**src/rtl/mult_fast_param.sv**
```systemverilog
// Multi-cycle digit-serial unsigned multiplier: accumulates one D x D partial
// product per clock, optionally skipping digit pairs that contain a zero digit.
module mult_fast_param #(
    parameter int D  = 16,
    parameter int NA = 2,
    parameter int NB = 2
) (
    input  logic                  clk,
    input  logic                  reset,
    input  logic                  start,
    input  logic                  skip_en,
    input  logic [D*NA-1:0]       a,
    input  logic [D*NB-1:0]       b,
    output logic                  busy,
    output logic                  done,
    output logic [D*(NA+NB)-1:0]  product
);

    localparam int W  = D * (NA + NB);
    // One extra code per index so NA / NB can mean "no further set bit".
    localparam int IA = $clog2(NA + 1);
    localparam int IB = $clog2(NB + 1);

    typedef enum logic [1:0] {IDLE, CALC, DONE} state_t;

    state_t          state, state_nxt;
    logic [D*NA-1:0] a_r;
    logic [D*NB-1:0] b_r;
    logic [NA-1:0]   ma, ma_in;
    logic [NB-1:0]   mb, mb_in;
    logic [IA-1:0]   i_idx, i_start, i_after, i_wrap;
    logic [IB-1:0]   j_idx, j_start, j_after;
    logic            start_ok, has_work, last_pair;
    logic [D-1:0]    a_dig, b_dig;
    logic [2*D-1:0]  pp;
    logic [W-1:0]    pp_shift;

    function automatic logic [IA-1:0] scan_a(input logic [NA-1:0] m, input int from);
        scan_a = IA'(NA);
        for (int k = NA - 1; k >= 0; k--)
            if (m[k] && k >= from) scan_a = IA'(k);
    endfunction

    function automatic logic [IB-1:0] scan_b(input logic [NB-1:0] m, input int from);
        scan_b = IB'(NB);
        for (int k = NB - 1; k >= 0; k--)
            if (m[k] && k >= from) scan_b = IB'(k);
    endfunction

    // The masks are the latched form of skip_en: with skipping off they are all-ones.
    always_comb begin
        for (int i = 0; i < NA; i++) ma_in[i] = !skip_en || (a[D*i +: D] != '0);
        for (int j = 0; j < NB; j++) mb_in[j] = !skip_en || (b[D*j +: D] != '0);
    end

    assign start_ok = start && (state != CALC);
    assign has_work = (|ma_in) && (|mb_in);
    assign i_start  = scan_a(ma_in, 0);
    assign j_start  = scan_b(mb_in, 0);

    // Pair walk: i is the inner loop, wrapping to the first enabled A digit
    // whenever the next enabled B digit is taken.
    assign i_after   = scan_a(ma, int'(i_idx) + 1);
    assign i_wrap    = scan_a(ma, 0);
    assign j_after   = scan_b(mb, int'(j_idx) + 1);
    assign last_pair = (i_after == IA'(NA)) && (j_after == IB'(NB));

    assign a_dig    = a_r[D*int'(i_idx) +: D];
    assign b_dig    = b_r[D*int'(j_idx) +: D];
    assign pp       = (2*D)'(a_dig) * (2*D)'(b_dig);
    assign pp_shift = W'(pp) << (D * (int'(i_idx) + int'(j_idx)));

    assign busy = (state == CALC);
    assign done = (state == DONE);

    always_ff @(posedge clk or negedge reset) begin
        // NOTE: state registers use non-blocking assignments so every flop
        // samples pre-edge values, independent of statement order.
        if (!reset) state <= IDLE;
        else        state <= state_nxt;
    end

    always_comb begin
        // NOTE: default first so no path leaves state_nxt unassigned (no latch).
        state_nxt = state;
        unique case (state)
            IDLE:    if (start_ok) state_nxt = has_work ? CALC : DONE;
            CALC:    if (last_pair) state_nxt = DONE;
            DONE:    if (start_ok) state_nxt = has_work ? CALC : DONE;
                     else          state_nxt = IDLE;
            default: state_nxt = IDLE;
        endcase
    end

    always_ff @(posedge clk or negedge reset) begin
        if (!reset) begin
            a_r     <= '0;
            b_r     <= '0;
            ma      <= '0;
            mb      <= '0;
            i_idx   <= '0;
            j_idx   <= '0;
            product <= '0;
        end else if (start_ok) begin
            a_r     <= a;
            b_r     <= b;
            ma      <= ma_in;
            mb      <= mb_in;
            i_idx   <= i_start;
            j_idx   <= j_start;
            product <= '0;
        end else if (state == CALC) begin
            product <= product + pp_shift;
            if (i_after == IA'(NA)) begin
                i_idx <= i_wrap;
                j_idx <= j_after;
            end else begin
                i_idx <= i_after;
            end
        end
    end

endmodule

```
**config.mk**
```make
export PLATFORM = sky130hd
export DESIGN_NAME = mult_fast_param
export DESIGN_NICKNAME = d
export VERILOG_FILES = /design/src/rtl/mult_fast_param.sv
export SDC_FILE = /design/constraint.sdc
export NUM_CORES = 1
export LEC_CHECK = 0
export BUFFER_PORTS_ARGS = -buffer_cell sky130_fd_sc_hd__buf_2
export CORE_MARGIN = 1
export CORE_UTILIZATION = 42
export CTS_BUF_LIST = sky130_fd_sc_hd__clkbuf_4 sky130_fd_sc_hd__clkbuf_8 sky130_fd_sc_hd__clkbuf_16
export CTS_CLUSTER_DIAMETER = 80
export DETAILED_ROUTE_END_ITERATION = 10
export PLACE_DENSITY = 0.6
export RECOVER_POWER = 25
export SLEW_MARGIN = 20
export SYNTH_ARGS = -nofsm -noshare
export SYNTH_HDL_FRONTEND = slang
export SYNTH_SLANG_ARGS = --single-unit
export TNS_END_PERCENT = 100
```
**constraint.sdc**
```tcl
create_clock -name clk -period 11 [get_ports clk]
set_input_delay 1.1 -clock clk [delete_from_list [all_inputs] [get_ports clk]]
set_output_delay 1.1 -clock clk [all_outputs]
set_load 0.05 [all_outputs]
```
==> results of run 1 <==
==> metal layers <==
| layer | part of all wire (%) | up-vias | global-route usage [%] |
|---|---|---|---|
| li1 | - | 7712 | - |
| met2 | 45 | 568 | 40.73 |
| met1 | 45 | 7988 | 36.38 |
| met5 | 0 | - | 0 |
| met4 | 3.1 | 0 | 9.345 |
| met3 | 7.2 | 98 | 5.860 |
==> per-stage QoR <==
stage	area, um^2	cells
after detailed placement	19730	2934
after floorplan	18460	2290
after CTS	20340	2966
after global routing	20310	2966
after global placement	19730	2934
final	20310	2966
==> worst min-delay path, delay by kind of cell (launching register included) <==
family	cells	cell delay, ps
simple gates	2	110
flops	1	340
==> cells in the final DEF, fill, tap and decap left out, drive strengths merged, types with 5 or more instances in the layout <==
master  count
nand2     431
inv       254
nor2      217
fa        196
ha        168
buf       155
dfrtp     137
o21ai     120
a21oi      96
nand3      73
xnor2      45
xor2       39
mux2i      37
clkbuf     36
a21o       35
or2        31
nor3       30
and2       27
o21a       22
nand4      20
a31oi      19
o22ai      17
and3       15
nor4       14
nand2b     13
a211oi     12
o21bai     12
nor2b      11
mux2        8
or3         7
a22o        7
o211ai      6
o31a        5
a21boi      5
o41ai       5
==> registers in the layout (all words and copies together) (netlist names) <==
signal / flops
ma: 2
a_r: 32
i_idx: 2
state: 2
product: 64
j_idx: 2
b_r: 32
mb: 1
==> cells by family (layout without fill, tap and decap cells) <==
kind of cell	Yosys count	in the layout
adder cells (fa/ha/maj)	364	364
AO/OA/AOI/OAI	396	396
XOR/XNOR	84	84
multiplexers	45	45
buffers and inverters	362	453
flip-flops	137	137
AND/OR/NAND/NOR	902	902
==> final cells by class <==
class	instances	area (um^2)	share of cell area [%]
Tap cell	585	732.0	3.604
Inverter	249	934.6	4.601
Sequential cell	137	3428	16.88
Timing Repair Buffer	172	932.1	4.589
Clock buffer	19	452.9	2.230
Multi-Input combinational cell	1791	13680	67.33
Clock inverter	13	156.4	0.7700
==> path summary, 6_finish.rpt <==
check,depth (start not counted),endpoint,startpoint
worst max-delay path,34,product[56]$_DFFE_PN0P_,j_idx[0]$_DFFE_PN0P_
worst min-delay path,2,b_r[11]$_DFFE_PN0P_,b_r[11]$_DFFE_PN0P_
worst max register to register,34,product[56]$_DFFE_PN0P_,j_idx[0]$_DFFE_PN0P_
worst min register to register,2,b_r[11]$_DFFE_PN0P_,b_r[11]$_DFFE_PN0P_
max in group asynchronous,2,b_r[3]$_DFFE_PN0P_,reset
min in group asynchronous,1,product[47]$_DFFE_PN0P_,reset
==> metrics.txt, run 1 <==
status=finished with violations; failing checks=max-capacitance violations, max-slew violations; Pre-Repair DR Iteration Count=5; Syn. warnings=0; Synth Flop Type=dfrtp_1; core box area=0.04317 mm^2; Site Rows=76; number of global-route vias before repair=16330; final setup fails=0; period utilisation layout=94.47%; cts hold-fix bufs=0; final-layout fill cell count=4353; worst path bufs/invs=4; Final Hold Viols=0; ANT nets after route=0; mux cell area share after synthesis=2.495%; area share of the largest cell type after synthesis=21.26%; postcts setup bufs=0; register area share after synthesis=18.58%; TritonCTS buffer count=17; Post-Synthesis Cells=2290; Tightest Hold Check Type=flop to flop; DR WL/cell=19.46 um; CTS tree=yes; largest family of logic cells by synthesized area=adder cells; biggest area consumer among synthesized cells=fa_1; largest net degree at the start of global routing=85; Root Buffer=clkbuf_16; antenna violations before repair=0; Setup CP Type=flop to flop; most common cell in the netlist=nand2_1; Crit path max-delay family=adder cells; Nets=2800; min cycle time layout=10390 ps; post-place setup slack=719.0 ps; Required @ worst endpoint=11390 ps; reg2reg setup slack=610 ps; first-pass GRT wire length=89730 um; Clock transition at path regs=60 ps; adder-cell share of the synthesized area=32.65%; Remaining DRCs=0; GRT overflow=0; Via-to-Cell Ratio=5.518; RD Place Congestion=0.9751; ranking of synthesized cells by area=fa_1 21%, dfrtp_1 19%, ha_1 11%; Max Buffers Root-to-Sink=2; Final Max Tran Viols=139; post-route setup TNS=0 ps; RSZ-0062 raised after global routing=false; I/O pin cnt=134; die area=0.04478 mm^2; FFs w/ async S/R, synth=100.0%; Clk Latency, worst-skew pair=460 ps; Synth cell types=74; GRT Total Usage=26.43%; Slowest-stage cell, CP=dfrtp_1; Initial Utilization=42.75%; Worst Max-Slew Pin Slew=3699 ps; Worst path max stage delay=890 ps; Synth Cell Area=0.01846 mm^2; Most common cell on crit path=fa_1; most frequent cells after synthesis=429 x nand2_1, 247 x inv_1, 217 x nor2_1; clk sink count=137; crit path DAT=10780 ps; Max Cap Viol=2; EDFF count, synth=0; fraction of the mapped netlist area in compound gates=13.56%; die height=211.6 um; syn nets=2722; final core utilization=47.05%; Fin Clk Skew=9.293 ps; Max FO, Critical Path=17; mean post-synth cell area=8.059 um^2; #FFs+latches synth=137; H-tree levels=4; Vias=16370; Routed WL=57720 um; Post-Synth XOR/XNOR Area=3.986%; dpl hpwl=47470 um; Layout area overhead=10.06%; Synth Area in Simple Gates=21.29%; Startpoint Class=flop; # diodes=0; die width=211.6 um; Port Buffers=133; Worst setup EP type=flop; initial drt markers=1166; Fin Hold WS=476.7 ps; CTS resizes=0; relative slew slack=-146.6%; Final WS setup=608.8 ps; Fmax=0.09624 GHz; share of cells above drive strength 1=10.37%
Power of run 1 is left out: the tool's default activity adds up to more than one toggle a clock period on the data nets, which glitch-free logic cannot reach.
==> inputs of run 2 (changes only) <==
CORE_UTILIZATION = 25   (was 42)
PLACE_DENSITY = 0.41   (was 0.6)
==> run 2 against run 1 <==
The flow still finishes with violations (max-capacitance violations, max-slew violations). Routed wire length rose by 15%. Flip-flop and latch count did not move. Clock-buffer cell count fell by 2. First-iteration DRC count fell by 12%. Highest routed layer unchanged.
==> metrics.txt, run 2 (same netlist as run 1, synthesis figures left out) <==
Startpoint Class=flop (unchanged); final setup fails=0 (unchanged); placed cell count=3312 (was 2934); period utilisation layout=95.20% (was 94.47%); met3 usage=2.544% (was 5.860%); TritonCTS buffer count=17 (unchanged); Tightest Hold Check Type=flop to flop (unchanged); Max Buffers Root-to-Sink=2 (unchanged); Most common cell on crit path=fa_1 (unchanged); Biggest register=product (unchanged); Slowest-stage cell, CP=dfrtp_1 (unchanged); Vias=16380 (was 16370); Max Cap Viol=1 (was 2); ANT nets after route=0 (unchanged); Layout Cells excl Fill=3344 (was 2966); Site Rows=99 (was 76); RSZ-0062 raised after global routing=false (unchanged); failing checks=max-capacitance violations, max-slew violations (unchanged); die width=273.7 um (was 211.6 um); Layout area overhead=12.77% (was 10.06%); GRT overflow=0 (unchanged); dpl hpwl=53560 um (was 47470 um); initial drt markers=1021 (was 1166); largest net degree at the start of global routing=99 (was 85); Worst path max stage delay=700 ps (was 890 ps); most common cell after layout, fill and taps aside=nand2_1 (unchanged); fin area=0.02081 mm^2 (was 0.02031 mm^2); Setup CP Type=flop to flop (unchanged); Nets=2804 (was 2800); Final Max Tran Viols=87 (was 139); die height=273.7 um (was 211.6 um); number of global-route vias before repair=16790 (was 16330); crit path DAT=10870 ps (was 10780 ps); Required @ worst endpoint=11400 ps (was 11390 ps); antenna violations before repair=1 (was 0); Final Hold Viols=0 (unchanged); Max FO, Critical Path=11 (was 17); layer with the highest usage=met2 (unchanged); Port Buffers=133 (unchanged); Initial Utilization=25.30% (was 42.75%); Routed WL=66130 um (was 57720 um); # diodes=0 (unchanged); I/O pin cnt=134 (unchanged); Clk Latency, worst-skew pair=470 ps (was 460 ps); min cycle time layout=10470 ps (was 10390 ps); Root Buffer=clkbuf_16 (unchanged); core box area=0.07296 mm^2 (was 0.04317 mm^2); share of cells above drive strength 1=11.32% (was 10.37%); Fmax=0.09549 GHz (was 0.09624 GHz); placed inst area=0.02024 mm^2 (was 0.01973 mm^2); Largest register FFs=64 (unchanged); relative slew slack=-247.4% (was -146.6%); status=finished with violations (unchanged); die area=0.07491 mm^2 (was 0.04478 mm^2); CP Launch Point=i_idx[0]$_DFFE_PN0P_ (was j_idx[0]$_DFFE_PN0P_); clk sink count=137 (unchanged); Worst setup EP type=flop (unchanged); met2 Usage GRT=29.59% (was 40.73%); Via-to-Cell Ratio=4.899 (was 5.518); Hold Path Origin=b_r[29]$_DFFE_PN0P_ (was b_r[11]$_DFFE_PN0P_); postcts setup bufs=0 (unchanged); GRT Total Usage=17.84% (was 26.43%); final core utilization=28.53% (was 47.05%); Clock transition at path regs=70 ps (was 60 ps); Worst Max-Slew Pin Slew=5210 ps (was 3699 ps); DR WL/cell=19.78 um (was 19.46 um); first-pass GRT wire length=100800 um (was 89730 um); GRT met1 Usage=23.25% (was 36.38%); Fin Clk Skew=16.54 ps (was 9.293 ps); Largest regs=product: 64 flops, a_r: 32 flops, b_r: 32 flops (unchanged); CTS tree=yes (unchanged); Pre-Repair DR Iteration Count=6 (was 5); H-tree levels=4 (unchanged); commonest cells after routing, fill and taps aside=428 x nand2_1, 247 x inv_1, 214 x nor2_1, 196 x fa_1, 168 x ha_1 (was 428 x nand2_1, 247 x inv_1, 216 x nor2_1, 196 x fa_1, 168 x ha_1); post-route setup TNS=0 ps (unchanged); reg-to-reg startpoint=i_idx[0]$_DFFE_PN0P_ (was j_idx[0]$_DFFE_PN0P_); RD Place Congestion=0.9037 (was 0.9751); Remaining DRCs=0 (unchanged)
## run 2: changes by cell type in the layout (fill, tap and decap cells not counted), moves of 3 or more
cell,previous run,this run
buf_2,118,132
inv_8,1,4
clkbuf_1,17,1
buf_4,37,43
## run 2: layer usage
layer	part of all wire (%)	vias up
met5	0	-
met2	48	377
met4	3.4	0
li1	-	7706
met1	44	8195
met3	3.9	104
## run 2: cell type report
class / instances / area, um^2
fill: 7933 / 52150
tap: 959 / 1200
timing repair buffer: 176 / 987.2
inverter: 249 / 934.6
multi-input combinational: 1791 / 13680
sequential: 137 / 3428
clock buffer: 17 / 425.4
clock inverter: 15 / 155.1
## run 2: final timing paths
kind	endpoint	slack (ps)	cells past startpoint
max	product[56]$_DFFE_PN0P_	530	34
min	b_r[29]$_DFFE_PN0P_	470	2
max reg2reg	product[56]$_DFFE_PN0P_	530	34
min reg2reg	b_r[29]$_DFFE_PN0P_	470	2
max in group asynchronous	product[38]$_DFFE_PN0P_	5520	1
min in group asynchronous	b_r[3]$_DFFE_PN0P_	2490	1
## run 2: per-stage QoR
stage | worst slack [ps] | hold WS (ps)
CTS | 574.2 | 478.5
floorplan | 1249 | 445.0
global placement | 706.0 | 460.3
detailed placement | 635.3 | 462.3
global route | 1.203 | 494.7
finish | 528.0 | 474.0
## run 2: timing repair
item                                    4_1_cts  5_1_grt
resized for setup                             0        1
hold buffers                                  0        0
endpoints found under the setup margin        0        1
## run 2: worst max-delay path, delay by kind of cell (launching register included)
kind,cells,cell delay [ps]
AOI/OAI and AO/OA,7,1980
xor gates and xnor gates,1,100
adders and majority gates,8,3650
buffers and inverters,4,430
DFF,1,700
muxes,2,470
and+or+nand+nor,12,3080
Power of run 2 is left out for the same reason.
